[src/rtl/alu_mul_seq_pkg.sv]
// alu_mul_seq_pkg: shared ALU opcodes and multiplier sequencer state.
// Used by the execute-stage ALU and the shift-add multiplier sequencer.
package alu_mul_seq_pkg;

   localparam logic [6:0] ALU_ADD = 7'd0;
   localparam logic [6:0] ALU_SUB = 7'd1;
   localparam logic [6:0] ALU_AND = 7'd2;
   localparam logic [6:0] ALU_OR  = 7'd3;
   localparam logic [6:0] ALU_XOR = 7'd4;
   localparam logic [6:0] ALU_SHL = 7'd5;
   localparam logic [6:0] ALU_SHR = 7'd6;

   typedef logic [1:0] seq_state_t;

   localparam seq_state_t ST_IDLE = 2'd0;
   localparam seq_state_t ST_ADD  = 2'd1;
   localparam seq_state_t ST_SHL  = 2'd2;
   localparam seq_state_t ST_DONE = 2'd3;

   // Pick the next state from the multiplier bits still to process.
   function automatic seq_state_t seq_next(input logic [31:0] m);
      if (m == 32'd0)
         return ST_DONE;
      else if (m[0])
         return ST_ADD;
      else
         return ST_SHL;
   endfunction

endpackage

[src/rtl/alu_mul_seq_if.sv]
// alu_mul_seq_if: start and result valid/ready handshakes of the sequencer.
// master = requester/consumer side, slave = the sequencer.
interface alu_mul_seq_if;

   logic        start_valid;
   logic        start_ready;
   logic [31:0] op_a;
   logic [31:0] op_b;
   logic        result_valid;
   logic        result_ready;
   logic [31:0] result;
   logic        busy;

   modport master (
      output start_valid,
      output op_a,
      output op_b,
      output result_ready,
      input  start_ready,
      input  result_valid,
      input  result,
      input  busy
   );

   modport slave (
      input  start_valid,
      input  op_a,
      input  op_b,
      input  result_ready,
      output start_ready,
      output result_valid,
      output result,
      output busy
   );

endinterface

[src/rtl/alu_mul_seq.sv]
// alu_mul_seq: shift-add multiplier that borrows the shared ALU.
// Ports: clk, rst_n; bus (start/result handshakes, busy);
// alu_en/alu_a/alu_b/alu_opcode drive the ALU, alu_result returns.
import alu_mul_seq_pkg::*;

module alu_mul_seq (
   input  logic         clk,
   input  logic         rst_n,
   alu_mul_seq_if.slave bus,
   output logic         alu_en,
   output logic [31:0]  alu_a,
   output logic [31:0]  alu_b,
   output logic [6:0]   alu_opcode,
   input  logic [31:0]  alu_result
);

   seq_state_t  state;
   seq_state_t  state_nx;
   logic [31:0] acc;
   logic [31:0] mcand;
   logic [31:0] mplier;
   logic [31:0] mplier_sh;
   logic        accept;

   assign mplier_sh = mplier >> 1;
   assign accept    = (state == ST_IDLE) && bus.start_valid;

   always_comb begin
      state_nx = state;
      case (state)
         ST_IDLE: if (bus.start_valid) state_nx = seq_next(bus.op_b);
         ST_ADD:  state_nx = ST_SHL;
         ST_SHL:  state_nx = seq_next(mplier_sh);
         ST_DONE: if (bus.result_ready) state_nx = ST_IDLE;
         default: state_nx = ST_IDLE;
      endcase
   end

   always_ff @(posedge clk or negedge rst_n) begin
      if (!rst_n) begin
         state  <= ST_IDLE;
         acc    <= 32'd0;
         mcand  <= 32'd0;
         mplier <= 32'd0;
      end else begin
         state <= state_nx;
         if (accept) begin
            acc    <= 32'd0;
            mcand  <= bus.op_a;
            mplier <= bus.op_b;
         end
         if (state == ST_ADD)
            acc <= alu_result;
         if (state == ST_SHL) begin
            mcand  <= alu_result;
            mplier <= mplier_sh;
         end
      end
   end

   // The ALU sees zeros whenever the sequencer does not own it.
   always_comb begin
      alu_en     = 1'b0;
      alu_a      = 32'd0;
      alu_b      = 32'd0;
      alu_opcode = ALU_ADD;
      unique case (1'b1)
         (state == ST_ADD): begin
            alu_en     = 1'b1;
            alu_opcode = ALU_ADD;
            alu_a      = acc;
            alu_b      = mcand;
         end
         (state == ST_SHL): begin
            alu_en     = 1'b1;
            alu_opcode = ALU_SHL;
            alu_a      = mcand;
            alu_b      = 32'd1;
         end
         default: ;
      endcase
   end

   assign bus.start_ready  = (state == ST_IDLE);
   assign bus.busy         = (state != ST_IDLE);
   assign bus.result_valid = (state == ST_DONE);
   assign bus.result       = acc;

endmodule

[src/flat_wrapper.sv]
// flat-port wrapper written by rule: the top's interface ports become plain ports
module alu_mul_seq_flat 
  (clk, rst_n, alu_en, alu_a, alu_b, alu_opcode, alu_result, bus_start_valid, bus_op_a, bus_op_b, bus_result_ready, bus_start_ready, bus_result_valid, bus_result, bus_busy);
  alu_mul_seq_if bus_i ();
  input  logic clk;
  input  logic rst_n;
  output logic alu_en;
  output logic [31:0] alu_a;
  output logic [31:0] alu_b;
  output logic [6:0] alu_opcode;
  input  logic [31:0] alu_result;
  input wire logic [$bits(bus_i.start_valid)-1:0] bus_start_valid;
  input wire logic [$bits(bus_i.op_a)-1:0] bus_op_a;
  input wire logic [$bits(bus_i.op_b)-1:0] bus_op_b;
  input wire logic [$bits(bus_i.result_ready)-1:0] bus_result_ready;
  output wire logic [$bits(bus_i.start_ready)-1:0] bus_start_ready;
  output wire logic [$bits(bus_i.result_valid)-1:0] bus_result_valid;
  output wire logic [$bits(bus_i.result)-1:0] bus_result;
  output wire logic [$bits(bus_i.busy)-1:0] bus_busy;
  assign bus_i.start_valid = bus_start_valid;
  assign bus_i.op_a = bus_op_a;
  assign bus_i.op_b = bus_op_b;
  assign bus_i.result_ready = bus_result_ready;
  assign bus_start_ready = bus_i.start_ready;
  assign bus_result_valid = bus_i.result_valid;
  assign bus_result = bus_i.result;
  assign bus_busy = bus_i.busy;
  alu_mul_seq u_core (.clk(clk), .rst_n(rst_n), .bus(bus_i), .alu_en(alu_en), .alu_a(alu_a), .alu_b(alu_b), .alu_opcode(alu_opcode), .alu_result(alu_result));
endmodule
[config.mk]
export PLATFORM = sky130hd
export DESIGN_NAME = alu_mul_seq_flat
export DESIGN_NICKNAME = d
export VERILOG_FILES = /design/src/rtl/alu_mul_seq_pkg.sv /design/src/rtl/alu_mul_seq_if.sv /design/src/rtl/alu_mul_seq.sv /design/src/flat_wrapper.sv
export SDC_FILE = /design/constraint.sdc
export NUM_CORES = 1
export LEC_CHECK = 0
export ABC_CLOCK_PERIOD_IN_PS = 3800
export CAP_MARGIN = 15
export CELL_PAD_IN_SITES_DETAIL_PLACEMENT = 0
export CELL_PAD_IN_SITES_GLOBAL_PLACEMENT = 2
export CORE_MARGIN = 4
export CORE_UTILIZATION = 27
export DETAILED_ROUTE_END_ITERATION = 12
export PLACE_DENSITY_LB_ADDON = 0.12
export SETUP_SLACK_MARGIN = 0.05
export SLEW_MARGIN = 20
export SYNTH_ARGS = -nofsm -noshare
export SYNTH_HDL_FRONTEND = slang
export SYNTH_SLANG_ARGS = --single-unit
[constraint.sdc]
create_clock -name clk -period 3.8 [get_ports clk]
set_input_delay 0.76 -clock clk [delete_from_list [all_inputs] [get_ports clk]]
set_output_delay 0.76 -clock clk [all_outputs]
set_load 0.005 [all_outputs]
* Word level (Yosys, flattened, before mapping)
Index checks and enable logic that the tools add are counted.
Word-level totals: input bits 100, word-level logic and storage cells 35, output and inout port bits 107, register bits 98
Operators by class: eq/ne operators 5, multiplexer cells 17, reduce and logical (&&, ||, !) cells 9
Operators with widths (number):
- 2-to-1 mux 32 bit | 6
- one-hot mux 32 bit (2 select lines) | 2
- logical NOT 32 bit | 2
- 2-to-1 mux 2 bit | 6
- one-hot mux 2 bit (4 select lines) | 1
- nonzero test 2 bit | 3
- equality test 2 bit, second input constant | 2
- inequality test 2 bit, second input constant | 2
- 2-to-1 mux 3 bit | 1
- equality test 2 x 1 -> 1 bit, second input constant | 1
- logical NOT 2 bit | 1
- AND reduction 2 bit | 1
- OR reduction 2 bit | 1
- logical AND 1 bit | 1
- 2-to-1 mux 1 bit | 1

* Logic depth before layout (Yosys ltp)
word-level depth 4, depth in mapped cells 7, gate-level depth less buffers 6

* Worst setup path after synthesis
Ideal clock, no wire load.
kind reg-to-output, from register u_core.state[0], to output port alu_a[10], setup slack 1.556 ns, required time 3.040 ns, buffers on the path 2, cell stages (with the launch flop) 7, arrival time 1.484 ns, cell sequence dfrtp_1 > inv_1 > ha_1 > and2_1 > clkbuf_1 > buf_2 > a22o_1
Between the ends: cells in the longest elaborated chain, start to end 2, elaborated cells between the ends (all ways) 3, classes of those cells eq/ne: 2; mux: 1
RTL lines:
- start, declared | RTL line alu_mul_seq.sv:17 | seq_state_t state;
- start signal, assigned | RTL line alu_mul_seq.sv:46 | state <= state_nx;
- equality test 2 bit / equality test 2 x 1 -> 1 bit (equally long branches) | RTL line alu_mul_seq.sv:74, alu_mul_seq.sv:68
- one-hot mux 32 bit (2 select lines) (*) | RTL line alu_mul_seq.sv:67 | unique case (1'b1)
- end, declared | RTL line flat_wrapper.sv:8 | output logic [31:0] alu_a;
Mark *: on every way between the ends. The rest lies on a longest branch, timed or not.

* Final worst setup path
from register u_core.state[0], to output port alu_a[3]
Same word-level chain as after synthesis.

==> results.txt <==
Outcome -> finished clean
Top cells by area, synth -> dfrtp_1, mux2i_1, nand2_1, a22o_1, o21ai_0
Pre-CTS setup slack -> 713 ps
Via count of the routed design -> 4552
RSZ-0062 raised after global routing -> false
Remaining routing DRC violations -> 0
Fin crit period -> 3430 ps
WS Path Type -> reg -> out
Vias per cell -> 4.79
Final worst slack -> 374 ps
Detail Route Antenna Nets -> 0
Syn Area/Cell -> 9.34 sq um
Element type at the critical path end -> output port
Max cap viols -> 0
Leak -> 0.00340 uW
FF+latch count, synth -> 97
Final Cell Area -> 0.00752 sq mm
Dpl hpwl -> 12100 microns
FP Rows -> 49
Final Cycle Share -> 0.902
Post-synth top area cell -> dfrtp_1
Area fraction of the dominant cell type after synthesis -> 0.481
Normalized max-slew margin -> 0.366
Fmax -> 0.292 GHz
Initial antenna violation count -> 0
I/O Pins -> 207
Synth warnings -> 0
First-pass GRT wire length -> 26000 microns
Setup-failing EPs final -> 0
Synth cell count leaders -> nand2_1, dfrtp_1, mux2i_1, o21ai_0, o21ai_1
CTS Buf Count -> 9
Share of layout cells above drive strength 1 -> 0.0458
Initial Utilization -> 0.278
Clock Latency Late Sink -> 340 ps
Syn Inst Count -> 540
Clk Tree Root Cell -> clkbuf_16
Placed cell count -> 933
GRT Util Overall -> 0.158
1st-pass router iterations -> 4
Postcts setup bufs -> 0
Reg2reg setup slack -> 1490 ps
Worst min-delay path class -> in -> async
# port buffers -> 201
Power Dens Cells -> 732 mW/mm^2
Post-synth EDFFs -> 0
Post-cts gate resize count -> 0
Hold buffers post-CTS -> 0
CTS sink count -> 97
Clock transition at the registers of the reported paths -> 70 ps
CTS tree -> built
CP startpoint kind -> flop
Main flop type after synthesis -> dfrtp_1
Register area share after synthesis -> 0.481
Post-Syn Area -> 0.00505 sq mm
Post-synth ARST share -> 1.00
Most common cell in the synthesized netlist -> nand2_1
R2r worst-path depth -> 6
Layout Skew -> 3.93 ps
Fin nets -> 819
Wirelength per Cell -> 17.7 microns
Synth unique cells -> 28
FF-to-FF Start -> u_core.state[0]$_DFFE_PN0P_
GPL Wtd Cong -> 0.751
Worst slew pin tran -> 952 ps
Drt initial violations -> 199
Htree depth -> 3
Critical-path maximum fanout -> 33
Endpoints failing hold -> 0
DIE HEIGHT -> 145 microns
Die Wd -> 145 microns
Area of placed instances -> 0.00722 sq mm
VDD IR max -> 621 uV
Syn-to-layout area delta -> 49.0%
Grt ovf -> 0
Overall power -> 5500 uW
Die ar. -> 0.0209 sq mm
Final Routed Wirelength -> 16800 microns
Largest net degree at the start of global routing -> 104
CP arrival -> 2670 ps
Max clock buf depth -> 2
Final Max Slew Viols -> 0
Worst EP required -> 3040 ps
Vias in the first global route -> 4701
Core area -> 0.0181 sq mm
Final Non-Filler Cells -> 950
TNS Setup -> 0 ps
Worst R2R End -> u_core.state[1]$_DFFE_PN0P_
sequential cells by signal, summed over array words and instances, names as in the netlist:
signal,count
u_core.bus.result,32
u_core.mcand,32
u_core.mplier,31
u_core.state,2
cell type report:
cell class	instances	area [sq um]
Fill cell	1803	10600
Sequential cell	97	2430
Multi-Input combinational cell	391	2390
Timing Repair Buffer	211	2100
Tap cell	229	287
Clock buffer	13	250
Clock inverter	3	40.0
Inverter	5	18.8
Antenna cell	1	2.50
metal layers:
layer,routed length (microns),global-route usage,vias up,part of all wire
met1,7510,0.206,2157,0.45
li1,-,-,2234,-
met3,783,0.0263,14,0.047
met4,248,0.0530,0,0.015
met2,8270,0.266,147,0.49
met5,0,0,-,0
metrics by stage:
stage / utilization / hold WS, ps
2_1_floorplan: - / 464
3_3_place_gp: 0.398 / 497
3_5_place_dp: 0.398 / 515
4_1_cts: 0.414 / 528
5_1_grt: 0.414 / 503
6_report: 0.414 / 446
power breakdown:
part           total (uW)  switching [uW]  internal [uW]
clock                 914             386            528
sequential           1950             437           1520
combinational        2630            1300           1340
total                5500            2120           3380
worst max-delay path by stage:
stage | endpoint | from | cells past startpoint | slack, ps
after floorplan | alu_a[10] | u_core.state[0]$_DFFE_PN0P_ | 6 | 1560
final | alu_a[3] | u_core.state[0]$_DFFE_PN0P_ | 7 | 370
after CTS | alu_a[3] | u_core.state[0]$_DFFE_PN0P_ | 7 | 320
after detailed placement | alu_a[3] | u_core.state[0]$_DFFE_PN0P_ | 7 | 710
after global routing | alu_a[20] | u_core.state[0]$_DFFE_PN0P_ | 7 | 210
after global placement | alu_a[0] | u_core.state[0]$_DFFE_PN0P_ | 7 | 810
cells by family (layout without fill, tap and decap cells):
group / Yosys count / in the layout / synth area share
muxes: 63 / 63 / 0.125
buffers and inverters: 56 / 232 / 0.0521
and+or+nand+nor: 185 / 185 / 0.170
adders and majority gates: 4 / 4 / 0.00992
AOI/OAI and AO/OA: 134 / 134 / 0.161
other: 1 / 6 / 0.000743
DFF: 97 / 97 / 0.481
critical path, cell delays in order, from the launching register on:
cell             delay (ps)
dfrtp_1                 410
inv_1                   110
ha_1                    310
buf_4                   310
and2_1                  190
buf_4                   270
a22o_1                  190
clkdlybuf4s50_1         500
placed cells by master (no fill, tap or decap), types with 2 or more instances in the layout:
| cell | count |
|---|---|
| and3_1 | 31 |
| and2_1 | 2 |
| inv_1 | 5 |
| a21oi_1 | 3 |
| nor4_1 | 11 |
| dfrtp_1 | 97 |
| ha_1 | 2 |
| a22o_1 | 32 |
| nand4_1 | 2 |
| clkinv_2 | 2 |
| and4_1 | 2 |
| nor4_2 | 4 |
| mux2i_1 | 62 |
| conb_1 | 5 |
| clkbuf_16 | 9 |
| buf_4 | 9 |
| o21ai_0 | 56 |
| o21ai_1 | 39 |
| clkbuf_1 | 3 |
| clkdlybuf4s50_1 | 200 |
| nand2_1 | 128 |
No activity file was read; power rests on OpenSTA's default activity.
